File: config.mk
export PLATFORM = sky130hd
export DESIGN_NAME = matrix_scan_capture
export DESIGN_NICKNAME = d
export VERILOG_FILES = /design/src/rtl/matrix_scan_capture.sv
export SDC_FILE = /design/constraint.sdc
export NUM_CORES = 1
export LEC_CHECK = 0
export BUFFER_PORTS_ARGS = -buffer_cell sky130_fd_sc_hd__buf_4
export CAP_MARGIN = 20
export CORE_MARGIN = 3
export CORE_UTILIZATION = 31
export DETAILED_ROUTE_END_ITERATION = 6
export GPL_TIMING_DRIVEN = 0
export MAX_ROUTING_LAYER = met4
export PLACE_DENSITY = 0.5
export RECOVER_POWER = 25
export SYNTH_ARGS = -nofsm -noshare
export SYNTH_HDL_FRONTEND = slang
export SYNTH_SLANG_ARGS = --single-unit
File: constraint.sdc
create_clock -name CLK -period 12.1 [get_ports CLK]
set_input_delay 0.605 -clock CLK [delete_from_list [all_inputs] [get_ports CLK]]
set_output_delay 0.605 -clock CLK [all_outputs]
set_load 0.01 [all_outputs]
File: src/rtl/matrix_scan_capture.sv
// matrix_scan_capture
// Captures frames from an 8x8 multiplexed scan driver. Rows and columns are
// synchronized, polarity-normalized, and sampled once per stable row
// interval. A small HUNT/CAPTURE FSM assembles rows 0..7 into a shadow
// register and publishes the whole frame atomically on data/data_valid.
//
// Handshake: data_valid is a one-cycle pulse with no ready; data holds the
// last complete frame and changes only in the cycle data_valid is high.
// frame_err is a one-cycle pulse when a partially captured frame is dropped.
// The two pulses are never high together.
module matrix_scan_capture #(
  parameter int unsigned SETTLE         = 4,
  parameter bit          ROW_ACTIVE_LOW = 1'b0,
  parameter bit          COL_ACTIVE_LOW = 1'b0
) (
  input  logic        CLK,
  input  logic        RST,
  input  logic [7:0]  rows,
  input  logic [7:0]  columns,
  output logic [63:0] data,
  output logic        data_valid,
  output logic        frame_err,
  output logic [2:0]  row_idx
);

  typedef enum logic {
    HUNT    = 1'b0,
    CAPTURE = 1'b1
  } state_t;

  localparam logic [7:0] SETTLE_C  = 8'(SETTLE);
  localparam logic [7:0] SETTLE_M1 = 8'(SETTLE - 1);

  // Synchronizer stages
  logic [7:0] rows_s1, rows_s2;
  logic [7:0] cols_s1, cols_s2;

  // Normalized (1 = active row / lit column) views of the synchronized inputs
  logic [7:0] rows_n;
  logic [7:0] cols_n;

  // Settle tracking
  logic [7:0] rows_prev;
  logic [7:0] settle_cnt;
  logic       sample_evt;

  // Row decode
  logic       row_ok;
  logic [2:0] row_i;

  // FSM and datapath state
  state_t      state_q, state_d;
  logic [2:0]  exp_q, exp_d;
  logic [63:0] shadow_q, shadow_d;
  logic [63:0] data_d;
  logic        dv_d, err_d;
  logic [2:0]  idx_d;

  // Index of the highest set bit; only meaningful when the value is one-hot.
  function automatic logic [2:0] onehot_index(input logic [7:0] v);
    logic [2:0] idx;
    idx = 3'd0;
    for (int i = 0; i < 8; i++) begin
      if (v[i]) idx = 3'(i);
    end
    return idx;
  endfunction

  // Two-flop synchronizers for the asynchronous scan inputs
  always_ff @(posedge CLK or posedge RST) begin
    if (RST) begin
      rows_s1 <= 8'd0;
      rows_s2 <= 8'd0;
      cols_s1 <= 8'd0;
      cols_s2 <= 8'd0;
    end else begin
      rows_s1 <= rows;
      rows_s2 <= rows_s1;
      cols_s1 <= columns;
      cols_s2 <= cols_s1;
    end
  end

  assign rows_n = ROW_ACTIVE_LOW ? ~rows_s2 : rows_s2;
  assign cols_n = COL_ACTIVE_LOW ? ~cols_s2 : cols_s2;

  // Settle counter: restarts on any row change, saturates at SETTLE
  always_ff @(posedge CLK or posedge RST) begin
    if (RST) begin
      rows_prev  <= 8'd0;
      settle_cnt <= 8'd0;
    end else begin
      rows_prev <= rows_n;
      if (rows_n != rows_prev) begin
        settle_cnt <= 8'd0;
      end else if (settle_cnt != SETTLE_C) begin
        settle_cnt <= settle_cnt + 8'd1;
      end
    end
  end

  // Fires in the single cycle where the counter steps up to SETTLE
  assign sample_evt = (rows_n == rows_prev) && (settle_cnt == SETTLE_M1);
  assign row_ok     = (rows_n != 8'd0) && ((rows_n & (rows_n - 8'd1)) == 8'd0);
  assign row_i      = onehot_index(rows_n);

  // FSM state and datapath registers
  always_ff @(posedge CLK or posedge RST) begin
    if (RST) begin
      state_q    <= HUNT;
      exp_q      <= 3'd0;
      shadow_q   <= 64'd0;
      data       <= 64'd0;
      data_valid <= 1'b0;
      frame_err  <= 1'b0;
      row_idx    <= 3'd0;
    end else begin
      state_q    <= state_d;
      exp_q      <= exp_d;
      shadow_q   <= shadow_d;
      data       <= data_d;
      data_valid <= dv_d;
      frame_err  <= err_d;
      row_idx    <= idx_d;
    end
  end

  // Next-state logic: row ordering, shadow writes, frame publish and abort
  always_comb begin
    state_d  = state_q;
    exp_d    = exp_q;
    shadow_d = shadow_q;
    data_d   = data;
    dv_d     = 1'b0;
    err_d    = 1'b0;
    idx_d    = row_idx;

    // Blanking (no row active) is ignored entirely
    if (sample_evt && (rows_n != 8'd0)) begin
      if (row_ok) idx_d = row_i;

      case (state_q)
        HUNT: begin
          // Only row 0 can start a frame; everything else is silently skipped
          if (row_ok && (row_i == 3'd0)) begin
            shadow_d = {56'd0, cols_n};
            exp_d    = 3'd1;
            state_d  = CAPTURE;
          end
        end

        CAPTURE: begin
          if (row_ok && (row_i == exp_q)) begin
            shadow_d[{exp_q, 3'b000} +: 8] = cols_n;
            if (exp_q == 3'd7) begin
              // Publish the frame including row 7 in one update
              data_d   = shadow_d;
              dv_d     = 1'b1;
              shadow_d = 64'd0;
              exp_d    = 3'd0;
              state_d  = HUNT;
            end else begin
              exp_d = exp_q + 3'd1;
            end
          end else if (row_ok && (row_i == (exp_q - 3'd1))) begin
            // Driver re-strobed the row just captured: tolerate it
            exp_d = exp_q;
          end else begin
            err_d = 1'b1;
            if (row_ok && (row_i == 3'd0)) begin
              // Row 0 both aborts the old frame and starts a new one
              shadow_d = {56'd0, cols_n};
              exp_d    = 3'd1;
              state_d  = CAPTURE;
            end else begin
              shadow_d = 64'd0;
              exp_d    = 3'd0;
              state_d  = HUNT;
            end
          end
        end

        default: begin
          state_d = HUNT;
        end
      endcase
    end
  end

endmodule

* After elaboration in Yosys (flattened, before gate mapping)
Index checks and enable logic that the tools add are counted.
** Operators by class
- $lt $le $gt $ge :: 0
- Multiplexer cells :: 35
- Shift operators :: 2
- Equal/unequal tests :: 9
- Add/subtract/negate cells :: 5
- Bitwise logic cells :: 2
- $mul :: 0
- Reduce and logical (&&, ||, !) cells :: 13
- Divide/modulo/power cells :: 0
** Operators by type and width (number)
- $mux W64 :: 4
- $pmux W64 S2 :: 1
- $bwmux W64 :: 1
- $shift A8 B8 Y64 const A :: 1
- $shiftx A8 B8 Y64 :: 1
- $mux W3 :: 10
- $mux W8 :: 3
- $mux W1 :: 14
- $add A8 B1 Y8 const B :: 1
- $and A8 B8 Y8 :: 1
- $eq A8 B2 Y1 const B :: 1
- $eq A8 B8 Y1 :: 1
- $logic_not A8 Y1 :: 1
- $ne A8 B3 Y1 const B :: 1
- $ne A8 B8 Y1 :: 1
- $neg A6 Y8 :: 1
- $reduce_bool A8 Y1 :: 1
- $sub A8 B1 Y8 const B :: 1
- $eq A3 B3 Y1 :: 2
- $logic_and A1 B1 Y1 :: 6
- $pmux W3 S2 :: 1
- $reduce_and A4 Y1 :: 1
- $add A3 B1 Y3 const B :: 1
- $eq A3 B3 Y1 const B :: 1
- 9 further kinds :: 9
** Word-level totals
- Latch bits :: 0
- Memories :: 0
- Bits in read-only memories :: 0
- Word-level logic and storage cells :: 79
- Output and inout port bits :: 69
- Register bits after elaboration :: 185
- Memory bits (writable) :: 0

* Depth between registers and ports, before layout
- Depth in word-level cells :: 13
- Mapped depth :: 10
- Gate-level depth less buffers :: 9

* Least setup slack after synthesis
OpenSTA, ideal clock, no wires.
- Kind :: register to register
- From :: register exp_q[1]
- To :: register shadow_q[16]
- Arrival time :: 2.536 ns
- Setup time :: 0.121 ns
- Cell stages (with the launch flop) :: 9
- Path slack :: 9.443 ns
- Clock period less this slack :: 2.657 ns
- Path buffers :: 0
- Required time :: 11.979 ns
- Path through :: dfrtp_1 inv_1 ha_1 or3_1 and4_1 nor3_1 nor4_4 a211o_1 a22o_1
** On the way
- Longest elaborated chain between the ends :: 6
- Elaborated cells between the ends (all ways) :: 15
- Classes of those cells :: 2 x add/sub; 4 x eq/ne; 2 x shift; 4 x mux; 3 x reduce/logical
** RTL lines
- from (decl) :: line 53 : logic [2:0] exp_q, exp_d;
- from (signal assigned) :: line 119 : exp_q <= exp_d;
- $neg A6 Y8 :: line 154 : shadow_d[{exp_q, 3'b000} +: 8] = cols_n;
- $shiftx A8 B8 Y64 / $shift A8 B8 Y64 (equally long branches) :: line 154
- $bwmux W64 :: line 154
- $mux W64 :: line 155 : if (exp_q == 3'd7) begin
- $mux W64 :: line 153 : if (row_ok && (row_i == exp_q)) begin
- $pmux W64 S2 :: line 142 : case (state_q)
- to (signal assigned) :: line 120 : shadow_q <= shadow_d;
- to (decl) :: line 54 : logic [63:0] shadow_q, shadow_d;
Parallel ways exist; a longest one is shown, timed or not.
A chain may end at the register's enable or synchronous reset.

* Worst setup path in the final report
- From :: register exp_q[1]
- To :: register shadow_q[20]
Same word-level chain as after synthesis.

==> run_results.csv <==
group,metric,value,unit
critical_path,arrival,3.87,ns
yosys,synth_fp_nets,714,
clocking,cts_tree,"yes",
placement,place_congestion,0.836,
final_layout,final_cell_count_no_fill,1145,
route,vias_per_cell,4.94,
yosys,synth_cell_types,58,
yosys,synth_ff_type,"dfrtp_1",
timing,finalSetupViolations,0,
clocking,path_clk_slew,0.07,ns
global_routing,grt_overflow,0,
placement,pre_cts_slack,8.66,ns
clocking,cts_sinks,185,
final_layout,layout-drive-gt1-share,0.284,
route,wl_per_cell,17.8,microns
route,wl,20300,microns
power_and_ir_drop,finalPower,1.18,mW
clocking,cts_resized,0,
route,drt_iter0_drc,306,
timing,clock.fmax,286,MHz
timing,rsz0062_at_grt,"no",
timing,hold_viol,0,
timing,fin_ws,8.60,ns
critical_path,path_class,"register to register",
critical_path,start_kind,"register",
clocking,htree_num_levels,4,
critical_path,cp.required,12.47,ns
yosys,syn_inst,686,
clocking,numCtsBuffers,17,
yosys,synth_top_area_share,0.541,
worst_hold_path,min_path_type,"input port to register",
clocking,clockBufferDepth,2,
final_layout,antennaDiodeCount,0,
yosys,seq_area_frac_synth,0.541,
timing,max-slew-margin-rel,-0.943,
global_routing,antenna_found_initial,0,
timing,finalSetupTns,0,ns
power_and_ir_drop,ir_drop,76.1,uV
route,dr.pass1.iters,5,
yosys,netlist_area,0.00856,sq mm
yosys,ys_ff_latch,185,
power_and_ir_drop,p_leak,4.59,nW
yosys,synth_warnings,0,
die,row_count,60,
yosys,yosys.area.top_type,"dfrtp_1",
critical_path,cp_max_fo,10,
timing,slew_viol_final,64,
yosys,synth_edf_count,0,
die,die_h,172,microns
placement,placed_area,0.00968,sq mm
route,drc,0,
power_and_ir_drop,cellPowerDensity,116,mW/mm^2
clocking,clockRootBuffer,"clkbuf_16",
placement,dp.cells,1115,
final_layout,fin_area,0.0102,sq mm
die,initial_core_util,0.317,
final_layout,fin_util,0.377,
placement,dp_hpwl,14000,microns
die,core_area,0.0270,sq mm
critical_path,crit_path_end_kind,"register",
die,io_pins,87,
clocking,postCtsSetupRepairBufs,0,
clocking,insertion_delay,0.43,ns
global_routing,grt_max_degree,123,
run,maxCapViolations,1,
yosys,ys_top_cells_by_area,"dfrtp_1 (54%), mux2_4 (11%), a22o_1 (8.2%)",
timing,holdWs,0.301,ns
timing,worstMarginPinSlew,2.90,ns
placement,port_buffers,86,
final_layout,fin_nets,821,
global_routing,grt_pass1_wl,32900,microns
yosys,async_flop_share,1.00,
status,failed_checks,"max-capacitance violations, max-slew violations",
timing,min_period_over_period,0.289,
die,die_w,172,microns
final_layout,synthToLayoutAreaGrowth,19.1,%
status,outcome,"finished with violations",
clocking,holdBufCountCts,0,
global_routing,track_usage,0.147,
route,vias,5659,
timing,fin_skew,0.0124,ns
timing,min_period,3.50,ns
route,ant_nets,0,
global_routing,grt_pass1_vias,5695,
yosys,syn_area_per_cell,12.5,sq um
die,die_area,0.0297,sq mm
==> synthesized netlist by cell type, drive strengths merged, types with 2 or more instances <==
master and count:
mux2i 2, xnor2 12, xor2 4, nand4b 2
or2 3, mux2 64, nand2 61, nor3b 4
or4 3, and3 7, and4 2, nor4b 3
dfrtp 185, nor2 30, o31ai 12, or3 2
inv 27, nand3 23, clkbuf 18, nor3 10
a21oi 6, nand2b 4, nor4 15, nand4 4
buf 20, a211o 6, a22o 80, o21ai 53
a211oi 2, ha 10
==> worst max-delay path, stage by stage, from the launching register on <==
cell and delay (ns):
dfrtp_1 0.55, inv_1 0.26, ha_1 0.25, ha_1 0.27, clkbuf_1 0.22, nand3_1 0.36
nor2_1 0.67, nand2_1 0.19, nor4_4 0.46, a22o_1 0.21
==> final cells by class <==
type,count,area [sq um]
tap,341,427
sequential,185,4630
inverter,27,103
fill,2645,16800
clock buffer,19,453
timing repair buffer,88,678
clock inverter,11,75.1
buffer,38,279
multi-input combinational,436,3550
==> cells by family (layout without fill, tap and decap cells) <==
logic type,after synthesis,after routing,share of synthesized area
AOI/OAI and AO/OA,170,170,0.151
buffers and inverters,65,183,0.0444
and+or+nand+nor,174,174,0.121
DFF,185,185,0.541
adders and majority gates,10,10,0.0146
muxes,66,66,0.113
xor gates and xnor gates,16,16,0.0164
==> path summary, 6_finish.rpt <==
| path | from | endpoint | slack [ns] | cells after the start |
|---|---|---|---|---|
| max | exp_q[1] | shadow_q[20] | 8.60 | 9 |
| min | columns[2] | cols_s1[2] | 0.30 | 1 |
| max reg2reg | exp_q[1] | shadow_q[20] | 8.60 | 9 |
| min reg2reg | cols_s1[4] | cols_n[4] | 0.35 | 0 |
| max in group asynchronous | RST | cols_s1[4] | 9.65 | 3 |
| min in group asynchronous | RST | data_valid | 1.01 | 2 |
==> power breakdown <==
| group | internal (mW) | switching, mW |
|---|---|---|
| logic | 0.0121 | 0.0320 |
| clock network | 0.271 | 0.240 |
| registers | 0.625 | 0.00436 |
| total | 0.908 | 0.276 |
==> placed cells by master, fill, tap and decap left out, types with 12 or more instances in the layout <==
cell,Yosys,routed
nand2_1,61,61
o21ai_0,46,46
xnor2_1,12,12
mux2_4,60,60
a22o_1,80,80
clkbuf_4,0,17
dfrtp_1,185,185
nor2_1,30,30
clkbuf_16,0,17
nand3_1,23,23
clkbuf_1,18,18
buf_4,2,71
inv_1,26,25
==> flip-flops by register name, indices dropped and copies added, names as in the netlist <==
signal / count
data: 64
shadow_q: 64
cols_n: 8
cols_s1: 8
rows_n: 8
rows_prev: 8
rows_s1: 8
settle_cnt: 8
exp_q: 3
row_idx: 3
data_valid: 1
frame_err: 1
state_q: 1
==> metal layers <==
metal	GRT usage	share of wire	vias to the layer above
met2	0.220	0.45	111
met3	0.0274	0.032	17
met5	-	0	-
met1	0.208	0.51	2808
li1	-	-	2723
met4	0.0354	0.012	0
(Power assumes the default switching activity.)
